$ cat src/rtl/multi_drop_bus_fifo.sv
// -----------------------------------------------------------------------------
// multi_drop_bus_fifo
//
// Multi-drop bus receiver. One master writes words addressed to one of N_DROPS
// drops, or to all of them through the broadcast address. Each drop buffers
// its words in its own first-word-fall-through FIFO and is read through a
// valid/pop interface.
//
// Ports:
//   CLK         clock, rising edge
//   R           asynchronous active-high reset; clears all FIFO state
//   bus_data    word driven by the master
//   bus_addr    0 = idle, 1..N_DROPS = drop (addr-1), all-ones = broadcast
//   bus_valid   master has a word
//   bus_ready   block accepts the word this cycle (low while R is high)
//   drop_rd     per-drop pop request
//   drop_data   per-drop head word, drop k at [k*DW +: DW], zero when empty
//   drop_valid  per-drop FIFO not empty
//   drop_full   per-drop FIFO full (registered)
//   addr_err    one-cycle pulse after a word with an invalid address is taken
// -----------------------------------------------------------------------------
module multi_drop_bus_fifo #(
    parameter int DW       = 8,
    parameter int N_DROPS  = 3,
    parameter int AW       = 3,
    parameter int DEPTH    = 4,
    parameter int BCAST_EN = 1
) (
    input  logic                  CLK,
    input  logic                  R,
    input  logic [DW-1:0]         bus_data,
    input  logic [AW-1:0]         bus_addr,
    input  logic                  bus_valid,
    output logic                  bus_ready,
    input  logic [N_DROPS-1:0]    drop_rd,
    output logic [N_DROPS*DW-1:0] drop_data,
    output logic [N_DROPS-1:0]    drop_valid,
    output logic [N_DROPS-1:0]    drop_full,
    output logic                  addr_err
);

    localparam int PW = $clog2(DEPTH);
    localparam int CW = PW + 1;
    localparam logic [AW-1:0] BCAST_ADDR = {AW{1'b1}};
    localparam logic [AW-1:0] LAST_ADDR  = AW'(N_DROPS);

    logic                 bcast_hit;
    logic                 bad_addr;
    logic [N_DROPS-1:0]   target;
    logic [N_DROPS-1:0]   wr_en;
    logic                 accept;
    logic                 addr_err_reg;

    // Broadcast only exists when enabled; otherwise the all-ones code falls
    // into the "above the last drop" range and is flagged like any bad address.
    assign bcast_hit = (BCAST_EN != 0) && (bus_addr == BCAST_ADDR);
    assign bad_addr  = (bus_addr != '0) && !bcast_hit && (bus_addr > LAST_ADDR);

    // Idle and invalid codes select no drop, so they are always ready and the
    // word simply disappears. A broadcast selects every drop, so it is ready
    // only when none is full, making it all-or-nothing.
    assign bus_ready = !R && !(|(target & drop_full));
    assign accept    = bus_valid && bus_ready;

    always_ff @(posedge CLK or posedge R) begin
        if (R) begin
            addr_err_reg <= 1'b0;
        end else begin
            addr_err_reg <= accept && bad_addr;
        end
    end

    assign addr_err = addr_err_reg;

    generate
        for (genvar gi = 0; gi < N_DROPS; gi++) begin : g_drop
            logic [DW-1:0] mem_reg [DEPTH];
            logic [PW-1:0] wr_ptr_reg;
            logic [PW-1:0] rd_ptr_reg;
            logic [CW-1:0] count_reg;
            logic [CW-1:0] count_next;
            logic          full_reg;
            logic          rd_en;

            assign target[gi] = bcast_hit || (bus_addr == AW'(gi + 1));
            assign wr_en[gi]  = accept && target[gi];
            // A pop on an empty FIFO is dropped, so an empty FIFO can take a
            // write and a pop in the same cycle without underflowing.
            assign rd_en      = drop_rd[gi] && (count_reg != '0);

            always_comb begin
                count_next = count_reg;
                case ({wr_en[gi], rd_en})
                    2'b10:   count_next = count_reg + CW'(1);
                    2'b01:   count_next = count_reg - CW'(1);
                    default: count_next = count_reg;
                endcase
            end

            // Storage is not reset; empty-ness comes from the count alone.
            always_ff @(posedge CLK) begin
                if (wr_en[gi]) begin
                    mem_reg[wr_ptr_reg] <= bus_data;
                end
            end

            always_ff @(posedge CLK or posedge R) begin
                if (R) begin
                    wr_ptr_reg <= '0;
                    rd_ptr_reg <= '0;
                    count_reg  <= '0;
                    full_reg   <= 1'b0;
                end else begin
                    if (wr_en[gi]) begin
                        wr_ptr_reg <= wr_ptr_reg + PW'(1);
                    end
                    if (rd_en) begin
                        rd_ptr_reg <= rd_ptr_reg + PW'(1);
                    end
                    count_reg <= count_next;
                    full_reg  <= (count_next == CW'(DEPTH));
                end
            end

            // Head word falls through combinationally; masked to zero when
            // empty so stale storage never shows on the outputs.
            assign drop_valid[gi]          = (count_reg != '0);
            assign drop_full[gi]           = full_reg;
            assign drop_data[gi*DW +: DW]  = drop_valid[gi] ? mem_reg[rd_ptr_reg] : '0;
        end
    endgenerate

endmodule

$ cat config.mk
export PLATFORM = sky130hd
export DESIGN_NAME = multi_drop_bus_fifo
export DESIGN_NICKNAME = d
export VERILOG_FILES = /design/src/rtl/multi_drop_bus_fifo.sv
export SDC_FILE = /design/constraint.sdc
export NUM_CORES = 1
export LEC_CHECK = 0
export ABC_AREA = 1
export CORE_ASPECT_RATIO = 0.6
export CORE_UTILIZATION = 35
export DETAILED_ROUTE_END_ITERATION = 8
export PLACE_DENSITY_LB_ADDON = 0.15
export SYNTH_ARGS = -nofsm -noshare
export SYNTH_HDL_FRONTEND = slang
export SYNTH_SLANG_ARGS = --single-unit
export TNS_END_PERCENT = 30
$ cat constraint.sdc
create_clock -name CLK -period 2.13 [get_ports CLK]
set_input_delay 0.3195 -clock CLK [delete_from_list [all_inputs] [get_ports CLK]]
set_output_delay 0.3195 -clock CLK [all_outputs]
set_load 0.02 [all_outputs]
==> results.cfg, run 1 <==
[setup_path]
worstRegToRegCells = 14
setup.worst_path.class = reg2reg
endpoint_kind = flop
cp.arrival_ns = 2.47
crit_required_ns = 2.45
critPathLaunchType = flop
crit_fanout = 3

[detailed_routing]
drt_wl_total_mm = 11.0
firstDrtPassIters = 4
vias = 3471
remaining_drc_errors = 0
vias_per_cell = 4.48
drt-initial-drc-count = 216
wl_per_cell_um = 14.1
antenna_left = 0

[logic_synthesis]
syn_area_per_cell_sq_um = 11.4
yosys.area.top_type_share_pct = 54.6
syn-cell-area_sq_um = 5280
synthTopCellsByArea = edfxtp_1, dfrtp_1, nor2_1
yosysSeqAreaShare_pct = 66.4
syn-instance-count = 463
synth_area_leader_cell = edfxtp_1
ys_ff_latch = 121
ys_warn_count = 0
synth_cell_types = 26
synth_fp_nets = 498

[floorplanning]
die_h_um = 97.2
coreArea_sq_um = 14600
rows = 34
die_width_um = 161
initial_core_util_pct = 36.2
ioPinCount = 49
design.die.area_sq_um = 15600

[clock_tree]
htreeDepth = 4
root_buffer = clkbuf_16
tritoncts = done
clock_path_buffers = 2
clkLatencyLatePin_ns = 0.41
cts_sinks = 121
clkTransAtPathRegs_ns = 0.06
cts_made_buffers = 17

[power]
pwr-share-clk_pct = 30.7
p_leak_nw = 2.78
comb_power_share_pct = 38.1
p_seq_share_pct = 31.1
max-vdd-ir-drop_mv = 0.570
p_int_mw = 6.40
sw_frac_of_total_pct = 36.1
powerDensity_nw_per_um2 = 1430
switching_power_mw = 3.61

[finish]
finalNonFillerCells = 775
syn_to_final_growth_pct = 32.5
fin_nets = 599
antenna-diode-count = 0
drive_above_1_share_pct = 22.0
final_common_cell = nor2_1
multi_input_area_sq_um = 1550
layout_common_cells = nor2_1, edfxtp_1, o21ai_0
largest_reg_flops = 96
seq_area_sq_um = 3510
fillers = 1323

[run]
maxCapViolCount = 0

[sta]
tightest_slew_ns = 0.516
min_period_ns = 2.14
fin_worst_skew_ns = 0.00683
holdWs_ns = 0.0499
period_share_pct = 101
rsz0062_at_grt = yes
fin_tns_setup_ns = -0.0146
fmax_mhz = 466
setup_viol = 1
slew_viol_final = 0
hold_viol = 0
setup_ws_ns = -0.0146
maxSlewHeadroom_pct = 65.5

[placed_design]
place_congestion = 0.766
portBuffers = 48
dp_hpwl_mm = 7.53
dpl.cell_count = 740

[global_routing]
grt_max_degree = 26
grt_first_pass_wirelength_mm = 18.4
track_usage_pct = 15.6
antenna_found_initial = 0
overflow = 0
grt_pass1_vias = 3566

[hold_path]
min_path_type = in2async

[outcome]
status = complete, but fails checks
failed_checks = setup timing
per-stage QoR:
step / utilization, % / worst slack (ns) / cell area [sq um] / power (mW)
final: 48.0 / -0.0146 / 7000 / 10.0
after CTS: 48.0 / -0.156 / 7000 / 10.1
after floorplan: - / -0.277 / 5340 / 5.52
after global placement: 43.7 / -0.488 / 6380 / 7.17
after global routing: 48.0 / -0.148 / 7000 / 10.7
after detailed placement: 43.7 / -0.592 / 6380 / 7.21
cell families (layout without fill, tap and decap cells):
logic type,count (synthesis),in the layout,share of synthesized area [%]
XOR/XNOR,12,12,1.99
AND/OR/NAND/NOR,164,164,13.8
AO/OA/AOI/OAI,79,79,7.48
buffers and inverters,69,183,5.61
flip-flops,121,121,66.4
adder cells (fa/ha/maj),18,18,4.69
critical path: stages (launching register included):
cell and delay (ns):
dfrtp_1 0.36, inv_1 0.05, o21ai_1 0.12, inv_1 0.06
nand2_2 0.07, nor2_4 0.05, buf_12 0.13, nand3_4 0.08
ha_4 0.13, inv_2 0.04, fa_2 0.33, or2_0 0.20
nand2_1 0.07, xor2_1 0.19, nor3b_2 0.19
worst paths after layout:
| check | startpoint | endpoint | slack, ns |
|---|---|---|---|
| worst max-delay path | g_drop[2].full_reg | g_drop[0].full_reg | -0.01 |
| worst min-delay path | R | addr_err | 0.05 |
| worst max register to register | g_drop[2].full_reg | g_drop[0].full_reg | -0.01 |
| worst min register to register | g_drop[2].wr_ptr_reg[1] | g_drop[2].wr_ptr_reg[1] | 0.54 |
| max in group asynchronous | R | g_drop[0].rd_ptr_reg[0] | 1.79 |
| min in group CLK | bus_addr[2] | addr_err | 0.35 |
per-layer routing:
layer	track usage [%]	part of all wire (%)
met5	0	0
met1	21.6	53
met3	4.74	3.0
met4	4.62	0.47
met2	23.5	44
cell usage after synthesis, drive strengths merged:
library cell / number
nor3b: 3
nor2: 114
edfxtp: 96
nor3: 3
clkbuf: 3
buf: 14
nand4: 6
xnor2: 3
o21ai: 52
fa: 3
ha: 15
nand2: 31
inv: 49
a21oi: 27
dfrtp: 25
xor2: 9
clkinv: 3
or2: 3
nand3: 4
power groups by stage:
stage	Clock, mW	Combinational, mW	Sequential, mW
after floorplan	0	2.46	3.06
after global placement	0	4.04	3.14
after detailed placement	0	4.06	3.15
after CTS	3.14	3.83	3.12
after global routing	3.27	4.26	3.16
final	3.08	3.82	3.12
cell type report:
cell class,count,share of cell area (%)
sequential,121,50.1
multi-input combinational,273,22.1
timing repair buffer,99,12.1
clock buffer,17,6.08
tap,198,3.54
clock inverter,15,3.07
inverter,52,3.00
timing repair:
action | 4_1_cts | 5_1_grt
resized for setup | 41 | 33
hold buffers | 0 | 0
pin swaps | 2 | 6
setup endpoints to repair | 31 | 24
buffers inserted | 0 | 3
(Power assumes the default switching activity.)
==> run 2, diff against run 1 <==
--- a/config.mk
+++ b/config.mk
@@ -7,7 +7,7 @@
 export LEC_CHECK = 0
 export ABC_AREA = 1
 export CORE_ASPECT_RATIO = 0.6
-export CORE_UTILIZATION = 35
+export CORE_UTILIZATION = 45
 export DETAILED_ROUTE_END_ITERATION = 8
 export PLACE_DENSITY_LB_ADDON = 0.15
 export SYNTH_ARGS = -nofsm -noshare
==> run 2 against run 1 <==
The flow still finishes with violations (setup timing). Clock skew up 0.0070 ns. Critical path depth up 1. Design area shrank 0.57%. Combinational power fell by 1%. Via count grew 1.1%. Sequential share of layout area increased by 0.27 points. Core utilization increased by 13 points. Clock-buffer cell count up 1. Clock power up 6.5%. Largest power group unchanged.
==> results.cfg, run 2 (synthesis results as in run 1) <==
[outcome]
status = complete, but fails checks
failed_checks = setup timing

[power]
powerDensity_nw_per_um2 = 1460
p_leak_nw = 2.77
max-vdd-ir-drop_mv = 0.725
total_power_mw = 10.2

[hold_path]
min_from = bus_addr[2]
hold_end = addr_err
whs_path_depth = 4
min_path_type = in2reg

[placed_design]
place_congestion = 0.800
dp_slack_ns = -0.628
portBuffers = 48
dp_hpwl_mm = 7.54

[clock_tree]
cts_made_buffers = 17
htreeDepth = 4
root_buffer = clkbuf_16
clkLatencyLatePin_ns = 0.41
clkTransAtPathRegs_ns = 0.06
clock_path_buffers = 2
cts_sinks = 121
tritoncts = done

[setup_path]
r2r-start = g_drop[2].full_reg
worstRegToRegCells = 14
cpLargestDelayFamily = buffers and inverters
cpPeakStageDelay_ns = 0.50
critPathLaunchType = input pin
crit_slowest_cell = clkdlybuf4s50_1
rrSetupSlack_ns = 0
cp.arrival_ns = 2.50
crit_fanout = 5
path_cells = clkdlybuf4s50_1 -> clkinvlp_4 -> o21ai_2 -> inv_1 -> nand2_2 -> nor2_4 -> buf_6 -> nand3_4 -> ha_4 -> inv_2 -> fa_2 -> or2_0 -> nand2_1 -> xor2_1 -> nor3b_2
endpoint_kind = flop
path_buf_inv = 5
crit_required_ns = 2.46
setup.worst_path.class = in2reg
rr_endpoint = g_drop[1].full_reg

[detailed_routing]
firstDrtPassIters = 4
vias = 3510
wl_per_cell_um = 15.0
vias_per_cell = 4.77
drt_wl_total_mm = 11.0
drt-initial-drc-count = 215
antenna_left = 0
remaining_drc_errors = 0

[floorplanning]
design.die.area_sq_um = 12200
coreArea_sq_um = 11400
die_width_um = 142
initial_core_util_pct = 46.4
rows = 30
ioPinCount = 49
die_h_um = 85.9

[finish]
fillers = 897
drive_above_1_share_pct = 23.3
final_common_cell = nor2_1
fin_nets = 598
syn_to_final_growth_pct = 31.7
largest_reg_flops = 96
layout_common_cells = nor2_1, edfxtp_1, o21ai_0
antenna-diode-count = 0

[sta]
setup_ws_ns = -0.0422
min_period_ns = 2.17
slew_viol_final = 0
rsz0062_at_grt = yes
hold_viol = 0
period_share_pct = 102
fmax_mhz = 460
maxSlewHeadroom_pct = 59.1
tightest_slew_ns = 0.611
fin_worst_skew_ns = 0.0138
setup_viol = 1

[global_routing]
grt_max_degree = 26
overflow = 0
grt_pass1_vias = 3521
grt_first_pass_wirelength_mm = 17.6
antenna_found_initial = 0
track_usage_pct = 19.9

[run]
maxCapViolCount = 0
run 2: cell types whose count changed in the layout (fill, tap and decap cells not counted), moves of 2 or more:
cell	before	now
o21ai_0	49	47
inv_8	2	0
inv_2	3	5
buf_4	48	45
bufinv_16	4	6
inv_6	3	1
dlygate4sd2_1	12	9
clkdlybuf4s15_1	6	2
clkinvlp_4	2	7
buf_2	1	3
clkbuf_2	10	14
run 2: layer usage:
layer / GRT usage (%) / wire [um]
met3: 6.70 / 574
met2: 30.6 / 5020
met5: 0 / 0
met4: 7.33 / 125
met1: 26.3 / 5330
run 2: what timing repair did:
action	in CTS	in global routing
pin swaps	1	14
setup endpoints to repair	33	29
hold buffers	0	0
gates cloned	0	1
buffers inserted	0	2
gates resized for setup	45	44
endpoints found under the hold margin	0	0
run 2: how the worst max path moves through the flow:
stage                             from            endpoint  cells past startpoint
detailed placement         bus_addr[0]  g_drop[1].full_reg                     15
global placement           bus_addr[0]  g_drop[1].full_reg                     15
floorplan                            R  g_drop[0].full_reg                     14
CTS                        bus_addr[1]  g_drop[1].full_reg                     15
global route        g_drop[2].full_reg  g_drop[1].full_reg                     14
finish                               R  g_drop[1].full_reg                     15
run 2: tightest hold or removal path: cells and delay by family:
family | cells | cell delay (ns)
AND/OR/NAND/NOR | 2 | 0.12
buffers and inverters | 2 | 0.24
run 2: report_power, final:
group	total, mW	internal [mW]	leakage [nW]	switching (mW)
clock	3.28	2.23	0.319	1.05
sequential	3.12	2.85	1.17	0.263
combinational	3.78	1.50	1.28	2.28
total	10.2	6.59	2.77	3.59
run 2: per-stage QoR:
stage               hold WS (ns)  instance area [sq um]  TNS, ns  cells  util (%)
finish                     0.308                   6960  -0.0422    736      61.2
global route               0.312                   6960   -0.419    736      61.2
CTS                        0.349                   6980   -0.397    733      61.4
detailed placement         0.532                   6310   -23.36    701      55.5
global placement           0.516                   6310   -17.02    701      55.5
floorplan                  0.207                   5340    -1.16    463         -
run 2: layout make-up:
| cell class | instances | area [sq um] | share of cell area, % |
|---|---|---|---|
| clock inverter | 14 | 245 | 3.52 |
| timing repair inverter | 1 | 7.51 | 0.108 |
| timing repair buffer | 97 | 800 | 11.5 |
| clock buffer | 18 | 439 | 6.31 |
| multi-input combinational | 273 | 1550 | 22.3 |
| tap | 160 | 200 | 2.88 |
| inverter | 52 | 210 | 3.02 |
| sequential | 121 | 3510 | 50.4 |
==> variant: new RTL, config.mk and constraints of run 2 <==
The output `addr_err` loses its register stage (`addr_err_reg` becomes a continuous assignment).
--- a/src/rtl/multi_drop_bus_fifo.sv
+++ b/src/rtl/multi_drop_bus_fifo.sv
@@ -64,9 +64,3 @@
 
-    always_ff @(posedge CLK or posedge R) begin
-        if (R) begin
-            addr_err_reg <= 1'b0;
-        end else begin
-            addr_err_reg <= accept && bad_addr;
-        end
-    end
+    assign addr_err_reg = accept && bad_addr;
 
Formal check against the unedited RTL: not equivalent (a bounded check fails within 4 cycles, from zero or initial values).
==> variant against run 2 <==
  * The flow still finishes with violations (negative setup slack)
  * Design area fell by 0.81%
  * Sequential share of layout area barely moved
  * Clock skew rose by 1.5 ps
  * Routed wire length rose by 1.6%
  * Sequential cell count fell by 1
  * Fmax fell by 0.82%
  * Area after synthesis fell by 0.47%
  * Final cell count rose by 0.95%
  * Global-route usage rose by 0.85 points
  * Combinational power rose by 3%
  * Total power fell by 2.8%
  * Worst setup slack got worse by 18 ps
==> variant: results (changes against run 2) <==
[metrics] outcome: finished with violations
[metrics] failing checks: negative setup slack
[metrics] estimated wirelength of the detail-placed design: 7730 µm (+2.6%)
[metrics] proportion of layout cells with a drive suffix above 1: 0.245 (+0.0126)
[metrics] # placed instances: 708 (+1.0%)
[metrics] Placer Congestion: 0.807 (+0.81%)
[metrics] family with the most delay on the worst path: simple AND/OR/NAND/NOR gates
[metrics] GRT Resource Usage Total: 0.207 (+0.00850)
[metrics] number of standard cells after synthesis: 462 (-0.22%)
[metrics] CP max stage cell: sky130_fd_sc_hd__dfrtp_1
[metrics] Final WS setup: -60.2 ps (-18.0 ps)
[metrics] Final Net Count: 605 (+1.2%)
[metrics] via count of the first global-routing pass: 3657 (+3.9%)
[metrics] Warnings, synthesis: 0 (unchanged)
[metrics] remaining max-slew budget at the tightest pin: 0.570 (-0.0213)
[metrics] post-synthesis async set-or-reset flop share: 0.200 (-0.00661)
[metrics] leak pwr: 2.75 nW (-0.76%)
[metrics] worst voltage drop across the vdd grid: 0.747 mV (+3.0%)
[metrics] final count of negative-setup-slack endpoints: 1 (unchanged)
[metrics] leading cell types by total area after synthesis: sky130_fd_sc_hd__edfxtp_1 (55%), sky130_fd_sc_hd__dfrtp_1 (11%), sky130_fd_sc_hd__nor2_1 (8.1%), sky130_fd_sc_hd__o21ai_0 (5.0%), sky130_fd_sc_hd__ha_1 (3.6%)
[metrics] worst stage delay on the critical path: 370 ps (-130 ps)
[metrics] final-layout setup total negative slack: -60.2 ps (-18.0 ps)
[metrics] Min-Delay Path Class: input port to async pin
[metrics] fillers: 968 (+7.9%)
[metrics] final worst clock skew: 15.3 ps (+1.50 ps)
[metrics] pre-CTS setup slack: -701 ps (-72.3 ps)
[metrics] maximum number of pins on one net before global-route repair: 25 (-3.8%)
[metrics] clock latency on the worst-skew pair: 410 ps (about the same)
[metrics] proportion of synthesized chip area in sequential cells: 0.663 (-0.00160)
[metrics] detail-routed via count per cell: 4.80 (+0.72%)
[metrics] global-route wire length before repair: 18300 µm (+4.5%)
[metrics] via count: 3569 (+1.7%)
[metrics] Synth Net Count: 497 (-0.20%)
[metrics] violation count after the first detailed-routing iteration: 196 (-8.8%)
[metrics] EDFF count, synth: 96 (unchanged)
[metrics] Routed wire per std cell: 15.1 µm (+0.67%)
[metrics] Ant. Diodes: 0 (unchanged)
[metrics] top fanout value on the critical path: 5 (unchanged)
## variant: timing repair
action	4_1_cts	5_1_grt
buffers inserted	0	3
hold buffers	0	0
endpoints found under the hold margin	0	0
pin swaps	1	7
setup endpoints to repair	35	29
gates resized for setup	60	44
## variant: path summary, 6_finish.rpt
| check | startpoint | endpoint | slack (ps) | cells after the start |
|---|---|---|---|---|
| worst max-delay path | g_drop[2].full_reg$_DFF_PP0_ | g_drop[1].full_reg$_DFF_PP0_ | -60 | 14 |
| worst min-delay path | R | g_drop[0].rd_ptr_reg[1]$_DFFE_PP0P_ | 170 | 3 |
| worst max register to register | g_drop[2].full_reg$_DFF_PP0_ | g_drop[1].full_reg$_DFF_PP0_ | -60 | 14 |
| worst min register to register | g_drop[1].wr_ptr_reg[1]$_DFFE_PP0P_ | g_drop[1].wr_ptr_reg[1]$_DFFE_PP0P_ | 550 | 2 |
| max in group asynchronous | R | g_drop[0].wr_ptr_reg[0]$_DFFE_PP0P_ | 1710 | 3 |
| min in group CLK | g_drop[1].wr_ptr_reg[1]$_DFFE_PP0P_ | g_drop[1].wr_ptr_reg[1]$_DFFE_PP0P_ | 550 | 2 |
## variant: cell families after synthesis
logic type / count (synthesis) / synth area share
AND/OR/NAND/NOR: 164 / 0.139
adder cells (fa/ha/maj): 18 / 0.0471
XOR/XNOR: 12 / 0.0200
AO/OA/AOI/OAI: 79 / 0.0752
flip-flops: 120 / 0.663
buffers and inverters: 69 / 0.0564
## variant: where the power goes
part / internal, W / leakage, nW / total, W / switching, W
combinational: 0.00158 / 1.30 / 0.00388 / 0.00230
clock: 0.00194 / 0.291 / 0.00292 / 0.000979
sequential: 0.00283 / 1.16 / 0.00309 / 0.000257
## variant: through the flow
stage          hold slack (ps)  utilization  area [µm²]
2_1_floorplan              201            -        5310
3_3_place_gp               516        0.558        6330
3_5_place_dp               528        0.558        6330
4_1_cts                    165        0.612        6930
5_1_grt                    179        0.609        6900
6_report                   166        0.609        6900
## variant: layout make-up
class / instances / area [µm²] / share of cell area
multi-input combinational: 273 / 1550 / 0.225
clock inverter: 14 / 179 / 0.0259
tap: 160 / 200 / 0.0290
clock buffer: 18 / 429 / 0.0622
timing repair buffer: 106 / 847 / 0.123
inverter: 52 / 210 / 0.0305
sequential: 120 / 3480 / 0.505
## variant: per-layer routing
| metal | track usage | vias up | share of wire |
|---|---|---|---|
| met5 | 0 | - | 0 |
| met4 | 0.0714 | 0 | 0.0054 |
| met3 | 0.0530 | 6 | 0.074 |
| met2 | 0.330 | 90 | 0.48 |
| met1 | 0.278 | 1708 | 0.44 |
| li1 | - | 1765 | - |
## variant: worst min-delay path, delay by kind of cell
family	cells	cell delay, ps
buffers and inverters	3	650
